$ cat src/rtl/ftdi_fifo_bridge.sv
// Buffering bridge between the FTDI controller's four-phase req/ack handshakes
// and a valid/ready user stream, with RX/TX FIFOs and RX watermark flow control.
module ftdi_fifo_bridge #(
  parameter int unsigned DATA_W          = 8,
  parameter int unsigned RX_DEPTH_LOG2   = 4,
  parameter int unsigned TX_DEPTH_LOG2   = 4,
  parameter int unsigned RX_AFULL_MARGIN = 2
) (
  input  logic                   in_clk,
  input  logic                   in_reset_n,
  input  logic                   in_rx_hsk_req,
  input  logic [DATA_W-1:0]      in_rx_data,
  output logic                   out_rx_hsk_ack,
  output logic                   out_rx_en,
  output logic                   out_tx_hsk_req,
  output logic [DATA_W-1:0]      out_tx_data,
  input  logic                   in_tx_hsk_ack,
  output logic                   out_rx_valid,
  output logic [DATA_W-1:0]      out_rx_data,
  input  logic                   in_rx_ready,
  input  logic                   in_tx_valid,
  input  logic [DATA_W-1:0]      in_tx_data,
  output logic                   out_tx_ready,
  output logic [RX_DEPTH_LOG2:0] out_rx_level,
  output logic [TX_DEPTH_LOG2:0] out_tx_level
);

  localparam int unsigned RX_DEPTH = 1 << RX_DEPTH_LOG2;
  localparam int unsigned TX_DEPTH = 1 << TX_DEPTH_LOG2;
  localparam int unsigned RX_PW    = RX_DEPTH_LOG2;
  localparam int unsigned TX_PW    = TX_DEPTH_LOG2;
  localparam int unsigned RX_CW    = RX_DEPTH_LOG2 + 1;
  localparam int unsigned TX_CW    = TX_DEPTH_LOG2 + 1;
  localparam logic        RX_EN_RST = (RX_AFULL_MARGIN < RX_DEPTH);

  typedef enum logic       {R_IDLE, R_ACK} rx_state_t;
  typedef enum logic [1:0] {T_IDLE, T_REQ, T_DONE} tx_state_t;

  logic [DATA_W-1:0] r_rx_mem [RX_DEPTH];
  logic [RX_PW-1:0]  r_rx_wr_ptr, r_rx_rd_ptr;
  logic [RX_CW-1:0]  r_rx_count;
  logic [RX_CW-1:0]  w_rx_free;
  logic              w_rx_full, w_rx_empty, w_rx_push, w_rx_pop;
  logic              r_rx_en, r_rx_ack, w_rx_ack_nxt;
  rx_state_t         r_rx_state, w_rx_state_nxt;

  logic [DATA_W-1:0] r_tx_mem [TX_DEPTH];
  logic [TX_PW-1:0]  r_tx_wr_ptr, r_tx_rd_ptr;
  logic [TX_CW-1:0]  r_tx_count;
  logic              w_tx_full, w_tx_empty, w_tx_push, w_tx_pop;
  logic              r_tx_req, w_tx_req_nxt;
  logic [DATA_W-1:0] r_tx_data;
  tx_state_t         r_tx_state, w_tx_state_nxt;

  assign w_rx_full  = (r_rx_count == RX_CW'(RX_DEPTH));
  assign w_rx_empty = (r_rx_count == '0);
  assign w_rx_pop   = !w_rx_empty && in_rx_ready;
  assign w_rx_free  = RX_CW'(RX_DEPTH) - r_rx_count;

  assign w_tx_full  = (r_tx_count == TX_CW'(TX_DEPTH));
  assign w_tx_empty = (r_tx_count == '0);
  assign w_tx_push  = in_tx_valid && !w_tx_full;

  // RX FIFO storage and pointers; storage itself needs no reset
  always_ff @(posedge in_clk) begin
    if (w_rx_push) r_rx_mem[r_rx_wr_ptr] <= in_rx_data;
  end

  always_ff @(posedge in_clk or negedge in_reset_n) begin
    if (!in_reset_n) begin
      r_rx_wr_ptr <= '0;
      r_rx_rd_ptr <= '0;
      r_rx_count  <= '0;
      r_rx_en     <= RX_EN_RST;
    end else begin
      if (w_rx_push) r_rx_wr_ptr <= r_rx_wr_ptr + RX_PW'(1);
      if (w_rx_pop)  r_rx_rd_ptr <= r_rx_rd_ptr + RX_PW'(1);
      if (w_rx_push && !w_rx_pop)      r_rx_count <= r_rx_count + RX_CW'(1);
      else if (!w_rx_push && w_rx_pop) r_rx_count <= r_rx_count - RX_CW'(1);
      r_rx_en <= (w_rx_free > RX_CW'(RX_AFULL_MARGIN));
    end
  end

  // RX handshake FSM: state register
  always_ff @(posedge in_clk or negedge in_reset_n) begin
    if (!in_reset_n) begin
      r_rx_state <= R_IDLE;
      r_rx_ack   <= 1'b0;
    end else begin
      r_rx_state <= w_rx_state_nxt;
      r_rx_ack   <= w_rx_ack_nxt;
    end
  end

  always_comb begin
    w_rx_state_nxt = r_rx_state;
    case (r_rx_state)
      R_IDLE:  if (in_rx_hsk_req && !w_rx_full) w_rx_state_nxt = R_ACK;
      R_ACK:   if (!in_rx_hsk_req) w_rx_state_nxt = R_IDLE;
      default: w_rx_state_nxt = R_IDLE;
    endcase
  end

  always_comb begin
    w_rx_push    = 1'b0;
    w_rx_ack_nxt = 1'b0;
    case (r_rx_state)
      R_IDLE: begin
        w_rx_push    = in_rx_hsk_req && !w_rx_full;
        w_rx_ack_nxt = in_rx_hsk_req && !w_rx_full;
      end
      R_ACK:   w_rx_ack_nxt = in_rx_hsk_req;
      default: w_rx_ack_nxt = 1'b0;
    endcase
  end

  // TX FIFO storage and pointers
  always_ff @(posedge in_clk) begin
    if (w_tx_push) r_tx_mem[r_tx_wr_ptr] <= in_tx_data;
  end

  always_ff @(posedge in_clk or negedge in_reset_n) begin
    if (!in_reset_n) begin
      r_tx_wr_ptr <= '0;
      r_tx_rd_ptr <= '0;
      r_tx_count  <= '0;
    end else begin
      if (w_tx_push) r_tx_wr_ptr <= r_tx_wr_ptr + TX_PW'(1);
      if (w_tx_pop)  r_tx_rd_ptr <= r_tx_rd_ptr + TX_PW'(1);
      if (w_tx_push && !w_tx_pop)      r_tx_count <= r_tx_count + TX_CW'(1);
      else if (!w_tx_push && w_tx_pop) r_tx_count <= r_tx_count - TX_CW'(1);
    end
  end

  // TX handshake FSM: state register plus the word held during the handshake
  always_ff @(posedge in_clk or negedge in_reset_n) begin
    if (!in_reset_n) begin
      r_tx_state <= T_IDLE;
      r_tx_req   <= 1'b0;
      r_tx_data  <= '0;
    end else begin
      r_tx_state <= w_tx_state_nxt;
      r_tx_req   <= w_tx_req_nxt;
      if (w_tx_pop) r_tx_data <= r_tx_mem[r_tx_rd_ptr];
    end
  end

  always_comb begin
    w_tx_state_nxt = r_tx_state;
    case (r_tx_state)
      T_IDLE:  if (!w_tx_empty) w_tx_state_nxt = T_REQ;
      T_REQ:   if (in_tx_hsk_ack) w_tx_state_nxt = T_DONE;
      T_DONE:  if (!in_tx_hsk_ack) w_tx_state_nxt = T_IDLE;
      default: w_tx_state_nxt = T_IDLE;
    endcase
  end

  always_comb begin
    w_tx_pop     = 1'b0;
    w_tx_req_nxt = 1'b0;
    case (r_tx_state)
      T_IDLE: begin
        w_tx_pop     = !w_tx_empty;
        w_tx_req_nxt = !w_tx_empty;
      end
      T_REQ:   w_tx_req_nxt = !in_tx_hsk_ack;
      default: w_tx_req_nxt = 1'b0;
    endcase
  end

  assign out_rx_hsk_ack = r_rx_ack;
  assign out_rx_en      = r_rx_en;
  assign out_tx_hsk_req = r_tx_req;
  assign out_tx_data    = r_tx_data;
  assign out_rx_valid   = !w_rx_empty;
  assign out_rx_data    = r_rx_mem[r_rx_rd_ptr];
  assign out_tx_ready   = !w_tx_full;
  assign out_rx_level   = r_rx_count;
  assign out_tx_level   = r_tx_count;

endmodule

$ cat config.mk
export PLATFORM = sky130hd
export DESIGN_NAME = ftdi_fifo_bridge
export DESIGN_NICKNAME = d
export VERILOG_FILES = /design/src/rtl/ftdi_fifo_bridge.sv
export SDC_FILE = /design/constraint.sdc
export NUM_CORES = 1
export LEC_CHECK = 0
export CORE_MARGIN = 2
export CORE_UTILIZATION = 54
export DETAILED_ROUTE_END_ITERATION = 10
export GPL_TIMING_DRIVEN = 0
export PLACE_DENSITY = 0.72
export SETUP_SLACK_MARGIN = 0.15
export SLEW_MARGIN = 20
export SYNTH_ARGS = -nofsm -noshare
export SYNTH_HDL_FRONTEND = slang
export SYNTH_SLANG_ARGS = --single-unit
$ cat constraint.sdc
create_clock -name in_clk -period 2.7 [get_ports in_clk]
set_input_delay 0.27 -clock in_clk [delete_from_list [all_inputs] [get_ports in_clk]]
set_output_delay 0.27 -clock in_clk [all_outputs]
set_load 0.02 [all_outputs]
**Yosys cells after proc, flatten, opt, wreduce, memory -nomap -nowiden**

Memories as Yosys holds them, arrays and structs flattened. A register that Yosys moved wholly into a read port is not among the register bits.
Index checks and enable logic that the tools add are counted.

- Word-level logic and storage cells: 73
- Memories: 2
- Memory bits (writable): 256
- Output and inout port bits: 31
- Flip-flop bits (word level): 32

Memories:

| memory | words | bits a word | rd ports | clocked after memory_dff | write ports | line | text |
|---|---|---|---|---|---|---|---|
| r_rx_mem | 16 | 8 | 1 | 0 | 1 | 39 | `logic [DATA_W-1:0] r_rx_mem [RX_DEPTH];` |
| r_tx_mem | 16 | 8 | 1 | 1 | 1 | 47 | `logic [DATA_W-1:0] r_tx_mem [TX_DEPTH];` |

- Bitwise operators: 1
- Add/sub/neg operators: 9
- Mux-type cells: 19
- Order comparisons: 1
- Reduce and logical (&&, ||, !) cells: 23
- Equality and inequality tests: 7

Operators with widths:

| operator | number |
|---|---|
| 5-bit 2-to-1 mux | 4 |
| 4-bit by 1-bit adder with 4-bit output, second input constant | 4 |
| 5-bit by 1-bit adder with 5-bit output, second input constant | 2 |
| 5-bit == test, second input constant | 2 |
| 1-bit zero test | 10 |
| 5-bit zero test | 2 |
| 5-bit by 1-bit subtractor with 5-bit output, second input constant | 2 |
| 1-bit 2-to-1 mux | 8 |
| 1-bit logical AND | 7 |
| 2-bit 2-to-1 mux | 3 |
| 2-bit != test, second input constant | 3 |
| 1-bit one-hot mux with 2 select lines | 3 |
| 2-bit one-hot mux with 3 select lines | 1 |
| 5-bit by 2-bit > comparator with 1-bit output, second input constant | 1 |
| 5-bit subtractor, first input constant | 1 |
| 2-bit nonzero test | 2 |
| 3-bit AND reduction | 1 |
| 2-bit by 1-bit == test with 1-bit output, second input constant | 1 |
| 2-bit == test, second input constant | 1 |
| 2-bit zero test | 1 |
| 1-bit NOT | 1 |

**Longest topological paths before layout**

Gate-level depths: netlist (run 1).

- Depth in word-level cells: 8
- Depth in mapped cells: 13
- Gate-level depth less buffers: 13

**Least setup slack after synthesis (run 1)**

OpenSTA, ideal clock, no wires.

- Kind: flip-flop to flip-flop
- Start: register r_rx_count[0] (netlist: out_rx_level[0])
- End: register r_rx_count[4] (netlist: out_rx_level[4])
- Setup time: 0.081 ns
- Slack: -0.335 ns
- Period minus slack after synthesis: 3.035 ns
- Stages on the path, launching flop included: 13
- Arrival: 2.955 ns
- Cell sequence: dfrtp_1 inv_1 ha_1 nor3b_1 ha_1 nor3b_2 ha_1 inv_1 ha_1 a21o_1 a21oi_1 mux2i_1 xnor2_1

- Cells in the longest elaborated chain, start to end: 7

Ends and longest elaborated chain:

| item | line | text |
|---|---|---|
| start: declaration | 41 | `logic [RX_CW-1:0] r_rx_count;` |
| start signal: assignment | 78 | `if (w_rx_push && !w_rx_pop) r_rx_count <= r_rx_count + RX_CW'(1);` |
| start signal: assignment | 79 | `else if (!w_rx_push && w_rx_pop) r_rx_count <= r_rx_count - RX_CW'(1);` |
| 5-bit == test * | 55 | `assign w_rx_full = (r_rx_count == RX_CW'(RX_DEPTH));` |
| 1-bit zero test * | 109 | `w_rx_push = in_rx_hsk_req && !w_rx_full;` |
| 1-bit logical AND * | 109 |  |
| 1-bit 2-to-1 mux * | 107 | `case (r_rx_state)` |
| named net w_rx_push | 43 | `logic w_rx_full, w_rx_empty, w_rx_push, w_rx_pop;` |
| 1-bit zero test | 79 |  |
| 1-bit logical AND | 79 |  |
| 2-bit nonzero test (no source line) | - |  |

Mark *: on every way through the listed nets, which the timed path passes. The rest lies on a longest branch. The select of a mux whose other input is x is not followed.
A chain may end at the register's enable or synchronous reset.

**Worst setup path in the final report (run 1)**

- Start: register r_rx_rd_ptr[0]
- End: output port out_rx_data[4]

- Cells in the longest elaborated chain, start to end: 1

Ends and longest elaborated chain:

| item | line | text |
|---|---|---|
| start: declaration | 40 | `logic [RX_PW-1:0] r_rx_wr_ptr, r_rx_rd_ptr;` |
| start signal: assignment | 77 | `if (w_rx_pop) r_rx_rd_ptr <= r_rx_rd_ptr + RX_PW'(1);` |
| memory 16 x 8 bit | - |  |
| end: declaration | 19 | `output logic [DATA_W-1:0] out_rx_data,` |

Every way passes these cells.

==> metrics, run 1 <==
first drt pass iteration count 5; most common cell after layout, fill and taps aside edfxtp_1; YS warnings 0; Critical Path Max Stage Delay between 0.5 and 0.6 ns; vias per cell about 6; fin worst setup slack -0.0429 ns; Max IR drop VDD slightly above 0.7 mV; initial core utilization ~55%; Critical R2R Launch out_tx_level[1]$_DFFE_PN0P_; status complete, but fails checks; Reg2Reg Depth 13; clock tree buffer depth 3; Port-buffer cells 52; Ports 53; most frequent cells in the layout 256 x edfxtp_1, 65 x mux4_2, 42 x clkdlybuf4s50_1, 38 x nand2_1, 33 x dfrtp_1; DRC viols 0; Root Buffer clkbuf_16; Final Cycle Share 102%; worst reg2reg setup slack about 0.05 ns; Seq pwr share 36.7%; vias in the first global route between 6k and 7k; Startpoint Class flop; Sw Share roughly a third; Post-Route WL 24.8 mm; Hold/Removal Path Class in -> async; Max Fclk 365 MHz; RSZ-0062 raised after global routing yes; P&R area growth vs syn 19.9%; combinational share of power between 30% and 40%; Congestion Overflow GR 0; antenna viol nets, final 0; Max-Slew Margin vs Limit a little over two fifths; chip width between 150 and 200 µm; Pwr per Cell Area 1130 mW/mm²; clock buffer count from CTS 29; Iter 0 DRT Violations ~540; layout cell share with drive strength beyond 1 29.8%; Vias between 6k and 7k; worst setup path endpoint out_rx_data[4]; antenna violations before repair 0; layout net count between 700 and 800; max cap viols 0; internal power 0.0111 W; Max Clock Skew 0.0151 ns; Clk Latency, worst-skew pair approximately 0.53 ns; die area 0.0233 mm²; main flop type after synthesis edfxtp_1; CP cell instances buf_12 -> buf_12 -> mux4_2 -> mux4_2 -> buf_6; ranking of synthesized cells by area edfxtp_1 64%, mux4_2 11%, dfrtp_1 8.0%; Mapped Area about 0.012 mm²; H-tree levels 1; number of synthesized flops with an enable pin between 200 and 300; violated checks setup timing; Die Height ~150 µm; max-slew violations 0; cell count after synthesis 607; row cnt 54; flops & latches, synth around 300; setup TNS -0.126 ns; Detailed Place HPWL around 16 mm; Critical Path End Type output port; Data arrival, critical path 2.47 ns; Lkg Pwr approximately 5 nW; DR WL/cell between 20 and 25 µm; syn avg cell area 19.7 µm²; CTS tree done; slowest CP cell mux4_2; diode count 0; clock period minus final worst setup slack between 2 and 3 ns; Fin. Hold Viols 0; largest net degree at the start of global routing 26; Clock Sink Count 295; Worst Path Required between 2 and 2.5 ns; Switch Pwr 0.00511 W; Tot GR Track Use 21.1%; global placer's final weighted congestion slightly above 0.8; Max FO, Critical Path 8; final setup vio count 8; slew of the pin with the lowest slew margin roughly 0.85 ns; syn_nets ~650; Netlist cell types 39; critical path class reg -> out; Core Area 0.0218 mm²; hold slack slightly below 0.2 ns; sequential-to-total area share from yosys stat between 70 and 80%; Layout Utilization about 66%; Reg2Reg Capture Point out_tx_level[4]$_DFFE_PN0P_; clock-pin slew on the worst setup and hold paths 0.06 ns; first-pass GRT wire length between 30 and 40 mm; CP Launch Point r_rx_rd_ptr[0]$_DFFE_PN0P_; clock share of power 25.1%; post-synth top area cell edfxtp_1; asr flop ratio synth 13.2%; share of Yosys cell area claimed by the top area cell type about 64%
## Yosys cell counts, types with 2 or more instances
cell and count:
nor3_1 5, ha_1 23, xnor2_1 17, nor2_1 17, buf_1 3, edfxtp_1 256
buf_2 6, xor2_1 6, o21ai_0 7, o21ai_1 16, mux2_2 10, fa_1 2
a211oi_1 2, mux4_2 56, and2_1 18, dfrtp_1 38, nand3_1 2, mux4_1 16
nand2_1 39, nor3b_1 2, nand4_1 4, a21o_1 3, clkbuf_1 12, inv_1 13
buf_6 5, mux2i_1 9, a21oi_1 4, nor2b_1 3, nand2b_1 3
## state kept, by name, summed over array words and instances, names as in the netlist
register and cells:
r_tx_mem 128, out_rx_en 1, out_tx_level 5, r_rx_rd_ptr 4, r_rx_mem 128, out_tx_hsk_req 1, r_rx_wr_ptr 4, r_tx_state 2
out_tx_data 8, out_rx_hsk_ack 1, out_rx_level 5, r_tx_wr_ptr 4, r_tx_rd_ptr 4
## layout make-up
class / instances / area (µm²)
tap: 280 / 350
clock inverter: 14 / 173
inverter: 14 / 62.6
multi-input combinational: 270 / 3270
timing repair buffer: 76 / 796
fill: 1398 / 7420
clock buffer: 39 / 783
sequential: 295 / 8670
buffer: 28 / 226
## per-layer routing
layer  vias to the layer above  wire, µm  global-route usage [%]
met1                      3191     10200                    30.5
met2                       273     12000                    32.9
met4                         0       568                    5.91
met3                        50      1970                    4.81
li1                       2615         -                       -
met5                         -         0                       0
## cells by family after synthesis
family | share of synthesized area [%]
flip-flops | 72.5
AO/OA/AOI/OAI | 1.56
adder cells (fa/ha/maj) | 2.74
buffers and inverters | 1.86
XOR/XNOR | 1.68
multiplexers | 15.8
AND/OR/NAND/NOR | 3.92
## metrics by stage
step           total power [W]  cells  area (µm²)  setup WS, ns
2_1_floorplan          0.00963    607       12100        0.0965
3_3_place_gp            0.0112    939       12900        -0.296
6_report                0.0162   1016       14300       -0.0429
4_1_cts                 0.0157   1008       14100       -0.0666
3_5_place_dp            0.0114    940       13000        -0.321
5_1_grt                 0.0169   1016       14300        -0.111
## power by group through the flow
| stage | Sequential [W] | Combinational, W | Clock, W |
|---|---|---|---|
| after CTS | 0.00593 | 0.00566 | 0.00409 |
| after global routing | 0.00600 | 0.00660 | 0.00428 |
| final | 0.00594 | 0.00618 | 0.00405 |
| after detailed placement | 0.00604 | 0.00539 | 0 |
| after floorplan | 0.00613 | 0.00350 | 0 |
| after global placement | 0.00599 | 0.00522 | 0 |
## timing repair
item,in CTS,in global routing
gates resized for setup,67,45
pin swaps,5,18
hold endpoints to repair,26,0
buffers inserted,14,5
cloned,0,3
hold buffers,1,0
endpoints found under the setup margin,80,62
## worst min-delay path by stage
stage,startpoint,cells past startpoint,to
4_1_cts,in_reset_n,2,out_rx_level[4]$_DFFE_PN0P_
2_1_floorplan,in_reset_n,0,out_rx_hsk_ack$_DFF_PN0_
6_report,in_reset_n,2,out_rx_level[4]$_DFFE_PN0P_
3_3_place_gp,out_tx_data[6]$_DFFE_PN0P_,2,out_tx_data[6]$_DFFE_PN0P_
5_1_grt,in_reset_n,2,out_rx_level[4]$_DFFE_PN0P_
3_5_place_dp,in_reset_n,1,out_tx_level[3]$_DFFE_PN0P_
## worst max-delay path: cells and delay by family (launching register included)
family / cells / cell delay (ns)
buf+inv: 3 / 0.46
flops: 1 / 0.39
mux: 2 / 1.08
Note: power is estimated with default switching activity, not from simulation.
==> run 2: changes to the inputs <==
--- a/config.mk
+++ b/config.mk
@@ -7,6 +7,7 @@
 export LEC_CHECK = 0
 export CORE_MARGIN = 2
 export CORE_UTILIZATION = 54
+export CTS_CLUSTER_DIAMETER = 100
 export DETAILED_ROUTE_END_ITERATION = 10
 export GPL_TIMING_DRIVEN = 0
 export PLACE_DENSITY = 0.72
==> results of run 2 <==
Final layout, timing and power as in run 1 (identical DEF).
==> edit (settings of run 2) <==
One comparison of `r_rx_count` changes from == to >=.
--- a/src/rtl/ftdi_fifo_bridge.sv
+++ b/src/rtl/ftdi_fifo_bridge.sv
@@ -54,3 +54,3 @@
 
-  assign w_rx_full  = (r_rx_count == RX_CW'(RX_DEPTH));
+  assign w_rx_full  = (r_rx_count >= RX_CW'(RX_DEPTH));
   assign w_rx_empty = (r_rx_count == '0);
Function: same outputs for any inputs over 4 cycles, from zero or initial values and one cycle with in_reset_n low; that may be too few to reach the edited logic, so the function may still have changed.
==> edit against run 2 <==
  * The flow still finishes with violations (negative setup slack)
  * Largest cell class unchanged
  * Clock power is 1% higher
  * Sequential cell count stayed put
  * Setup slack better by 0.023 ns
  * Via count is 4.0% lower
  * First-iteration DRC count is 22% lower
  * Sequential share of layout area is 0.34 points higher
  * Design area is 0.56% lower
  * Total power is 0.85% lower
  * Cell count is 0.98% higher
  * Count of clock-buffer cells in the layout is 2 lower
  * Synthesized area is 0.46% higher
  * Wire length is 5.4% lower
  * Highest routed layer unchanged
  * Register-to-register slack better by 0.18 ns
==> edit: results (changes against run 2) <==
fraction of synthesis flops using an asynchronous set or reset pin=0.132 (unchanged); GPL Wtd Cong=0.756 (was 0.809); result of the run=finished, violations left (unchanged); largest net degree at the start of global routing=28 (was 26); total setup violations reported at the end of the flow=3 (was 8); count of fill cells added during filler insertion=1431 (was 1398); routed length per instance=22.9 um (was 24.4 um); number of nets produced by synthesis=662 (was 654); Max FO, Critical Path=10 (was 8); Worst path max stage delay=0.56 ns (about the same); count of cells along the worst register-to-register path=12 (was 13); sequential share of the synthesized area=0.721 (was 0.725); drt first-iter violations=424 (was 544); initial antenna violation count=0 (unchanged); slowest library cell on the worst path=mux4_1 (was mux4_2); met1 Track Usage GR=0.256 (was 0.305); first-pass GRT wire length=35900 um (was 37100 um); Global Route met2 Usage=0.367 (was 0.329); violations in the final reports=negative setup slack (unchanged); routing usage on met3=0.0286 (was 0.0481); IO buf count=52 (unchanged); fraction of final layout cells with drive strength greater than 1=0.284 (was 0.298); H-tree level count=1 (unchanged); root buffer cell=clkbuf_16 (unchanged); clock insertion delay at the later pin of the skew report=between 0.5 and 0.6 ns; Max-slew headroom=0.436 (was 0.432); type of the worst min-delay path=in2async (unchanged); clock transition at the registers of the reported paths=0.06 ns (about the same); crit path DAT=2.45 ns (was 2.47 ns); synthesis warning total=0 (unchanged); top post-synthesis cells by count=edfxtp_1 (256), mux4_2 (53), nand2_1 (42) (was edfxtp_1 (256), mux4_2 (56), nand2_1 (39)); total leakage power=0.00491 uW (about the same); layout net count=771 (was 761); Mapped Area=12000 um^2 (about the same); final clock skew=0.0161 ns (was 0.0151 ns); Syn Inst Count=615 (was 607); number of distinct library cells after synthesis=39 (unchanged); mean number of vias per cell=5.73 (was 6.03); cell count after placement=948 (was 940); Global Route Usage Sum=0.201 (was 0.211); Detail Placement HPWL=15300 um (was 15600 um); Setup WS post-layout=-0.0198 ns (was -0.0429 ns); Detailed Routing Iterations Pass 1=4 (was 5); buffers from clock root to sink, at most=3 (unchanged); Final Non-Filler Cells=1026 (was 1016); number of buffers created by CTS=29 (unchanged); antenna diode count=0 (unchanged); number of enable flip-flop cells after synthesis=256 (unchanged); leading cell types by total area after synthesis=edfxtp_1 (64%), mux4_2 (9.9%), dfrtp_1 (7.9%) (was edfxtp_1 (64%), mux4_2 (11%), dfrtp_1 (8.0%)); vias in the first global route=6233 (was 6311); ys flop type=edfxtp_1 (unchanged); Worst VDD drop=863 uV (was 720 uV); Most Used Layer, Global Route=met2 (unchanged)
[edit: critical path, delay by kind of cell (launching register included)]
kind                   cells  cell delay [ns]
multiplexers               2             1.06
buffers and inverters      3             0.49
flip-flops                 1             0.38
[edit: metrics by stage]
stage,area [um^2],setup slack [ns],TNS [ns],total power [uW]
2_1_floorplan,12100,0.140,0,9760
3_3_place_gp,13000,-0.142,-0.652,11300
3_5_place_dp,13000,-0.188,-0.375,11500
4_1_cts,14100,-0.0316,-0.0827,15900
5_1_grt,14300,-0.0809,-0.358,16800
6_report,14300,-0.0198,-0.0371,16000
[edit: kinds of logic (layout without fill, tap and decap cells)]
family | Yosys count | in the layout | share of synthesized area
buf+inv | 45 | 176 | 0.0222
fa+ha+maj | 25 | 25 | 0.0273
mux | 91 | 91 | 0.158
flops | 295 | 295 | 0.721
compound gates | 35 | 35 | 0.0160
simple gates | 102 | 102 | 0.0394
xor+xnor | 22 | 22 | 0.0160
[edit: cell type report]
type	count	area, um^2	share of cell area
Timing Repair Buffer	78	719	0.0505
Sequential cell	295	8670	0.608
Inverter	17	81.3	0.00571
Multi-Input combinational cell	275	3210	0.225
Tap cell	280	350	0.0246
Clock buffer	37	766	0.0537
Buffer	28	243	0.0170
Clock inverter	16	215	0.0151
[edit: metal layers]
metal	wire, um	part of all wire	vias up
li1	-	-	2642
met1	9170	0.39	3060
met2	12900	0.55	142
met3	911	0.039	37
met4	478	0.020	0
met5	0	0	-
[edit: worst paths after layout]
kind	to	slack, ns	startpoint
worst max-delay path	out_rx_data[0]	-0.02	r_rx_rd_ptr[0]
worst min-delay path	r_tx_wr_ptr[3]	0.19	in_reset_n
worst max register to register	out_tx_level[4]	0.23	out_tx_level[0]
worst min register to register	out_tx_data[1]	0.49	out_tx_data[1]
max in group asynchronous	out_rx_en	1.93	in_reset_n
min in group in_clk	out_rx_hsk_ack	0.36	in_rx_hsk_req
[edit: report_power, final]
group | leakage (uW) | switching, uW | internal, uW
combinational | 0.00167 | 3010 | 2960
sequential | 0.00277 | 371 | 5600
clock | 0.000473 | 1630 | 2480
total | 0.00491 | 5010 | 11000
[edit: what timing repair did]
item | in CTS | in global routing
setup endpoints to repair | 13 | 123
gates resized for setup | 69 | 16
pin swaps | 2 | 17
setup buffers | 13 | 11
hold buffers | 1 | 0
cloned | 0 | 0
endpoints found under the hold margin | 22 | 0
